## src/rtl/fast_mean.sv

```systemverilog
// fast_mean: sample-mean stage of the one-unit FastICA datapath.
// Accumulates 2^N_LOG2 signed samples from the multiplier stages and hands one
// signed mean word to mul5 over a valid/ready handshake.
// go_fast is a synchronous active-low reset.
// Optional build macro FAST_MEAN_ROUND_EN: round half-up with +max saturation
// instead of plain arithmetic-shift truncation. Latency is the same either way.
//
// state   | meaning
// --------+--------------------------------------------------------------
// S_IDLE  | waiting for en_mean; nothing accepted
// S_ACCUM | accepting samples, summing into acc_q
// S_HOLD  | mean word presented, waiting for mean_ready
// S_DONE  | window finished; waits for en_mean low before re-arming
module fast_mean #(
    parameter int DATA_W = 16,
    parameter int N_LOG2 = 7,
    parameter int ACC_W  = DATA_W + N_LOG2
) (
    input  logic              clk_mean,
    input  logic              go_fast,
    input  logic              en_mean,
    input  logic              in_valid,
    input  logic [DATA_W-1:0] in_data,
    output logic              in_ready,
    output logic              mean_valid,
    output logic [DATA_W-1:0] mean_data,
    input  logic              mean_ready,
    output logic              mean_busy,
    output logic [N_LOG2:0]   sample_cnt
);

    typedef enum logic [1:0] {
        S_IDLE  = 2'd0,
        S_ACCUM = 2'd1,
        S_HOLD  = 2'd2,
        S_DONE  = 2'd3
    } state_t;

    // Count value just before the final sample of the window is accepted.
    localparam logic [N_LOG2:0] CNT_LAST = {1'b0, {N_LOG2{1'b1}}};

    state_t             state_q, state_d;
    logic [ACC_W-1:0]   acc_q, acc_d;
    logic [N_LOG2:0]    cnt_q, cnt_d;
    logic [DATA_W-1:0]  mean_q, mean_d;

    logic [ACC_W-1:0]   sample_ext;
    logic [ACC_W-1:0]   sum_next;
    logic [DATA_W-1:0]  mean_calc;

    assign sample_ext = {{(ACC_W-DATA_W){in_data[DATA_W-1]}}, in_data};
    assign sum_next   = acc_q + sample_ext;

`ifdef FAST_MEAN_ROUND_EN
    // Half-LSB of the result, added one bit wider so +full-scale cannot wrap.
    localparam logic signed [ACC_W:0] RND_K =
        {{(ACC_W+1-N_LOG2){1'b0}}, 1'b1, {(N_LOG2-1){1'b0}}};
    localparam logic signed [ACC_W:0] SAT_MAX =
        {{(ACC_W+2-DATA_W){1'b0}}, {(DATA_W-1){1'b1}}};

    logic signed [ACC_W:0] sum_rnd;
    logic signed [ACC_W:0] rnd_sh;

    // Rounded mean; only the positive end can exceed DATA_W after rounding.
    always_comb begin
        sum_rnd = $signed({sum_next[ACC_W-1], sum_next}) + RND_K;
        rnd_sh  = sum_rnd >>> N_LOG2;
        if (rnd_sh > SAT_MAX) begin
            mean_calc = {1'b0, {(DATA_W-1){1'b1}}};
        end else begin
            mean_calc = rnd_sh[DATA_W-1:0];
        end
    end
`else
    // Truncating mean: dropping the low N_LOG2 bits is an arithmetic shift.
    assign mean_calc = sum_next[N_LOG2 +: DATA_W];
`endif

    // State register with synchronous abort; partial sums are discarded.
    always_ff @(posedge clk_mean) begin
        if (!go_fast) begin
            state_q <= S_IDLE;
            acc_q   <= '0;
            cnt_q   <= '0;
            mean_q  <= '0;
        end else begin
            state_q <= state_d;
            acc_q   <= acc_d;
            cnt_q   <= cnt_d;
            mean_q  <= mean_d;
        end
    end

    // Next-state, accumulate and mean capture.
    always_comb begin
        state_d = state_q;
        acc_d   = acc_q;
        cnt_d   = cnt_q;
        mean_d  = mean_q;
        case (state_q)
            S_IDLE: begin
                if (en_mean) begin
                    state_d = S_ACCUM;
                    acc_d   = '0;
                    cnt_d   = '0;
                end
            end
            S_ACCUM: begin
                if (in_valid) begin
                    acc_d = sum_next;
                    cnt_d = cnt_q + 1'b1;
                    if (cnt_q == CNT_LAST) begin
                        mean_d  = mean_calc;
                        state_d = S_HOLD;
                    end
                end
            end
            S_HOLD: begin
                if (mean_ready) begin
                    state_d = S_DONE;
                end
            end
            S_DONE: begin
                if (!en_mean) begin
                    state_d = S_IDLE;
                end
            end
            default: state_d = S_IDLE;
        endcase
    end

    assign in_ready   = (state_q == S_ACCUM);
    assign mean_valid = (state_q == S_HOLD);
    assign mean_busy  = (state_q == S_ACCUM) || (state_q == S_HOLD);
    assign mean_data  = mean_q;
    assign sample_cnt = cnt_q;

endmodule
```

## config.mk

```make
export PLATFORM = sky130hd
export DESIGN_NAME = fast_mean
export DESIGN_NICKNAME = d
export VERILOG_FILES = /design/src/rtl/fast_mean.sv
export SDC_FILE = /design/constraint.sdc
export NUM_CORES = 1
export LEC_CHECK = 0
export BUFFER_PORTS_ARGS = -buffer_cell sky130_fd_sc_hd__buf_2
export CAP_MARGIN = 20
export CORE_ASPECT_RATIO = 1.2
export CORE_MARGIN = 2
export CORE_UTILIZATION = 50
export DETAILED_ROUTE_END_ITERATION = 7
export GPL_ROUTABILITY_DRIVEN = 0
export PLACE_DENSITY = 0.83
export SYNTH_ARGS = -nofsm -noshare
export SYNTH_HDL_FRONTEND = slang
export SYNTH_SLANG_ARGS = --single-unit
```

## constraint.sdc

```tcl
create_clock -name clk_mean -period 7 [get_ports clk_mean]
set_input_delay 1.4 -clock clk_mean [delete_from_list [all_inputs] [get_ports clk_mean]]
set_output_delay 1.4 -clock clk_mean [all_outputs]
set_load 0.02 [all_outputs]
```

==> run metrics, run 1 <==
Primary FF master, synth=dfxtp_1; final worst setup slack=3.204 ns; Synth area leader=dfxtp_1; Die W=77.37 um; Slew Limit Fails=0; reg2reg end=acc_q[22]$_SDFFE_PN0P_; CP delay by family, top=compound AO/OA/AOI/OAI gates; Mapped Area=3229 um2; RSZ-0062 raised after global routing=no; final instance area=3625 um2; Initial Utilization=51.05%; total gr overflow=0; Core Area=6326 um2; PortBufs=47; antenna cells=0; Max-slew headroom=47.97%; Routed Antenna Nets=0; EDFF count, synth=0; CTS tree=done; Mapped Nets=441; CP max stage cell=a221oi_1; num rows=32; Mapped Cells=391; cts hold-fix bufs=0; first drt pass iteration count=4; combinational share of power=38.1%; post-synth top area share=30.38%; CP peak stage delay=0.69 ns; Final nets=476; most frequent cells in the layout=dfxtp_1, buf_2, nand2_1; WL per Instance=15.45 um; post-place instance area=3508 um2; kind of critical path=input pin to flop; I/O pin count=48; Pwr per Cell Area=236.6 nW/um2; CP Launch Type=input pin; Fin Setup TNS=0 ns; CTS max path bufs=2; fmax=263.4 MHz; total number of cells along the worst setup path=8; post-CTS sizing=0; max cap viols=0; CP startpoint=in_data[15]; final WL=7.908 mm; WP data arrival=4.03 ns; internal power=0.5375 mW; Final Hold Violating Endpoints=0; Num CTS Buffers=5; drt drc=0; CP required=7.23 ns; count of final setup violators=0; vias in the first global route=2946; Yosys reg bits=49; post-synthesis cell type count=57; syn_area_per_cell=8.259 um2; initial DRC count=205; CP bufs+invs=1; Pwr Total=0.8576 mW; Reg2Reg Depth=9; CTS H-tree depth=2; Worst Hold Class=flop to flop; antenna violations before repair=0; register area share after synthesis=30.38%; largest net degree at the start of global routing=45; global-route wire length before repair=13.11 mm; Slew @ Worst Pin=0.7804 ns; crit path to=acc_q[22]$_SDFFE_PN0P_; yosys warns=0; Net Sw Frac=37.33%; vias per std cell=5.930; startpoint of the worst-slack reg-to-reg timing path=acc_q[0]$_SDFFE_PN0P_; cells along the critical path=buf_2, ha_1, a21oi_1, o21ai_0, a221oi_1, mux2_4, or4_1, o21ai_0; Crit. End Element=flop; top cells by area, synth=dfxtp_1, ha_1, nand2_1; area added between synthesis and finish=12.24%; GRT Total Usage=22.62%; pre-CTS WS=2.928 ns; final period utilization=54.23%; CP dominant cell by count=o21ai_0; via count=3036; commonest non-fill, non-tap cell in the layout=dfxtp_1; Leak=1.602 nW; height of the die=92.04 um; Clk pwr share=25.0%; Post-synth ARST share=0%; worst skew pair latency=0.31 ns; maximum VDD drop=0.1205 mV; CTS sink count=49; clk slew on worst S/H paths=0.10 ns; CTS root buf=clkbuf_8; DP Wirelength=5.747 mm; Final Critical Period=3.796 ns; Switch Pwr=0.3201 mW; crit-path max FO=15; Seq pwr share=36.9%; status=finished clean; Final Skew=0.01053 ns; layout cell share with drive strength beyond 1=15.22%; die area=7120 um2; postcts setup bufs=0; reg-to-reg slack, setup=4.22 ns
## worst min-delay path: stages, from the launching register on
cell      delay, ns
dfxtp_1        0.32
nand2_1        0.04
a21boi_0       0.07
## flip-flops by register name (all words and copies together), names as in the netlist
signal      cells
acc_q          23
mean_data      16
sample_cnt      8
state_q         2
## cell families (layout without fill, tap and decap cells)
| kind of cell | Yosys count | in the layout | share of synthesized area, % |
|---|---|---|---|
| mux | 2 | 2 | 0.7748 |
| buf+inv | 27 | 63 | 3.255 |
| compound gates | 124 | 124 | 26.15 |
| fa+ha+maj | 29 | 29 | 11.47 |
| flops | 49 | 49 | 30.38 |
| simple gates | 137 | 137 | 21.74 |
| xor+xnor | 23 | 23 | 6.238 |
## power by group through the flow
stage / clock, mW / combinational (mW) / sequential (mW)
global placement: 0 / 0.314 / 0.322
finish: 0.215 / 0.326 / 0.317
detailed placement: 0 / 0.323 / 0.323
global route: 0.227 / 0.363 / 0.319
CTS: 0.217 / 0.325 / 0.316
floorplan: 0 / 0.256 / 0.320
## Yosys cell counts (2+ instances only)
master,n
a211o_1,2
a211oi_1,3
a21boi_0,8
a21o_1,16
a21oi_1,27
a221oi_1,3
a22o_1,4
a22oi_1,9
a311o_1,3
a31oi_1,4
a32o_1,2
and2_1,3
and3_1,5
and4_1,2
buf_2,3
clkbuf_1,16
dfxtp_1,49
ha_1,28
inv_1,7
nand2_1,45
nand2b_1,3
nand3_1,16
nand3b_1,3
nand4_1,8
nor2_1,17
nor2b_1,14
nor3_1,9
o2111ai_1,3
o21ai_0,22
o21bai_1,4
o221ai_1,2
o31ai_1,2
or2_2,2
or3_1,3
xnor2_1,11
xor2_1,12
## how the worst min path moves through the flow
stage | start | depth (start not counted) | to
final | mean_data[1]$_SDFFE_PN0P_ | 2 | mean_data[1]$_SDFFE_PN0P_
after CTS | mean_data[3]$_SDFFE_PN0P_ | 2 | mean_data[3]$_SDFFE_PN0P_
after detailed placement | acc_q[19]$_SDFFE_PN0P_ | 2 | acc_q[19]$_SDFFE_PN0P_
after global routing | mean_data[3]$_SDFFE_PN0P_ | 2 | mean_data[3]$_SDFFE_PN0P_
after floorplan | acc_q[15]$_SDFFE_PN0P_ | 2 | acc_q[15]$_SDFFE_PN0P_
after global placement | acc_q[18]$_SDFFE_PN0P_ | 2 | acc_q[18]$_SDFFE_PN0P_
## metal layers
| layer | track usage, % | wire [um] |
|---|---|---|
| met5 | 0 | 0 |
| met3 | 3.543 | 314 |
| met1 | 26.46 | 3483 |
| met2 | 40.36 | 3993 |
| met4 | 10.12 | 117 |
## per-stage QoR
step / hold slack, ns / instances / utilization (%)
2_1_floorplan: 0.4291 / 391 / -
3_3_place_gp: 0.4422 / 504 / 55.46
3_5_place_dp: 0.4541 / 504 / 55.46
4_1_cts: 0.4702 / 512 / 57.30
5_1_grt: 0.4882 / 512 / 57.30
6_report: 0.4677 / 512 / 57.30
## cell type report
type	count	area [um2]
Tap cell	85	106.4
Timing Repair Buffer	48	242.7
Inverter	7	26.28
Multi-Input combinational cell	315	2152
Clock buffer	7	86.33
Fill cell	615	2701
Clock inverter	1	30.03
Sequential cell	49	980.9
(Power assumes the default switching activity.)
==> inputs of run 2 (changes only) <==
- clock period: 7 -> 3.55 ns (I/O delays scaled with it)
==> run 2 against run 1 <==
Net effect: clock power grew 94%; critical path type unchanged; power grew 97%; non-clock buffer count grew 3; register-to-register slack lost 3.4 ns; hold slack lost 0.0025 ns.
==> run metrics, run 2 (synthesized netlist as in run 1, its figures left out) <==
vias per std cell=5.837; Worst Hold Class=flop to flop; initial DRC count=166; Hold Path Depth=2; final period utilization=81.97%; total number of cells along the worst setup path=10; Num CTS Buffers=5; largest register by flop count=acc_q; met1 Use GR=25.68%; CP Launch Type=input pin; Final nets=479; reg-to-reg slack, setup=0.83 ns; height of the die=92.04 um; postcts setup bufs=0; max cap viols=0; final worst setup slack=0.6400 ns; PortBufs=47; crit-path max FO=5; reg2reg end=acc_q[22]$_SDFFE_PN0P_; CTS H-tree depth=2; kind of critical path=input pin to flop; via count=3006; final WL=7.673 mm; commonest non-fill, non-tap cell in the layout=dfxtp_1; WP data arrival=3.15 ns; CTS max path bufs=2; Final Hold Violating Endpoints=0; GRT Total Usage=21.88%; Initial Utilization=51.05%; antenna violations before repair=0; Switch Pwr=0.6269 mW; Worst Hold Endpoint=acc_q[7]$_SDFFE_PN0P_; cells along the critical path=buf_2, ha_1, fa_1, a21o_1, a221oi_1, nor3_1, nor2_1, o21bai_1, or4_1, o21ai_0; Net Sw Frac=37.04%; total gr overflow=0; combinational share of power=38.5%; worst skew pair latency=0.30 ns; CTS sink count=49; clk slew on worst S/H paths=0.09 ns; global-route met2 utilization=39.86%; CTS root buf=clkbuf_8; busiest grt layer=met2; Seq pwr share=36.9%; Slew @ Worst Pin=0.9471 ns; Routed Antenna Nets=0; die area=7120 um2; Pwr per Cell Area=464.0 nW/um2; antenna cells=0; post-CTS sizing=0; RSZ-0062 raised after global routing=no; CP peak stage delay=0.42 ns; DP Wirelength=5.704 mm; Clk pwr share=24.7%; Leak=1.617 nW; Final Skew=0.005627 ns; WL per Instance=14.90 um; pre-CTS WS=0.3334 ns; most frequent cells in the layout=dfxtp_1, buf_2, nand2_1; Die W=77.37 um; maximum VDD drop=0.2684 mV; CP max stage cell=fa_1; number of flip-flops in the largest register=23; Core Area=6326 um2; hold path startpoint=acc_q[7]$_SDFFE_PN0P_; I/O pin count=48; Fin Setup TNS=0 ns; Slew Limit Fails=0; Crit. End Element=flop; Pwr Total=1.692 mW; CP delay by family, top=simple AND/OR/NAND/NOR gates; layout cell share with drive strength beyond 1=15.81%; Reg2Reg Depth=9; count of final setup violators=0; largest net degree at the start of global routing=45; Max-slew headroom=36.38%; num rows=32; Final Critical Period=2.910 ns; cts hold-fix bufs=0; startpoint of the worst-slack reg-to-reg timing path=acc_q[0]$_SDFFE_PN0P_; internal power=1.065 mW; drt drc=0; first drt pass iteration count=4; CTS tree=done; CP bufs+invs=1; M3 GR Usage=3.346%; global-route wire length before repair=12.71 mm; status=finished clean; CP required=3.79 ns; area added between synthesis and finish=12.94%; fmax=343.6 MHz; vias in the first global route=2828
==> run 2: area by class of cell <==
type | instances | area [um2]
fill | 608 | 2679
multi-input combinational | 315 | 2152
sequential | 49 | 980.9
timing repair buffer | 51 | 265.3
tap | 85 | 106.4
clock buffer | 7 | 86.33
clock inverter | 1 | 30.03
inverter | 7 | 26.28
==> run 2: per-stage QoR <==
| stage | instance area (um2) | std cells | util, % | hold WS, ns |
|---|---|---|---|---|
| floorplan | 3229 | 391 | - | 0.4291 |
| global placement | 3531 | 507 | 55.81 | 0.4411 |
| detailed placement | 3531 | 507 | 55.81 | 0.4501 |
| CTS | 3647 | 515 | 57.65 | 0.4702 |
| global route | 3647 | 515 | 57.65 | 0.4926 |
| finish | 3647 | 515 | 57.65 | 0.4652 |
==> run 2: routing by layer <==
| metal | part of all wire [%] | routed length (um) | vias to the layer above |
|---|---|---|---|
| li1 | - | - | 1523 |
| met1 | 43 | 3324 | 1407 |
| met2 | 51 | 3903 | 63 |
| met3 | 3.6 | 279 | 13 |
| met4 | 2.2 | 165 | 0 |
| met5 | 0 | 0 | - |
==> run 2: worst max path at each step <==
stage	startpoint	endpoint	slack, ns
after CTS	in_data[0]	acc_q[22]$_SDFFE_PN0P_	0.66
after global routing	in_data[0]	acc_q[22]$_SDFFE_PN0P_	0.52
after global placement	in_data[0]	acc_q[22]$_SDFFE_PN0P_	0.40
after detailed placement	in_data[0]	acc_q[22]$_SDFFE_PN0P_	0.33
after floorplan	in_data[0]	acc_q[22]$_SDFFE_PN0P_	0.70
final	in_data[0]	acc_q[22]$_SDFFE_PN0P_	0.64
==> run 2: power by group through the flow <==
stage          clock network [mW]  registers [mW]  logic [mW]
2_1_floorplan                   0           0.631       0.505
3_3_place_gp                    0           0.635       0.625
3_5_place_dp                    0           0.637       0.638
4_1_cts                     0.429           0.624       0.643
5_1_grt                     0.445           0.630       0.717
6_report                    0.417           0.624       0.651
==> run 2: worst register-to-register path: stages, from the launching register on <==
cell	delay, ns
dfxtp_1	0.32
ha_1	0.21
fa_1	0.42
a21o_1	0.21
a221oi_1	0.41
nor3_1	0.17
nor2_1	0.31
o21bai_1	0.13
or4_1	0.39
o21ai_0	0.07
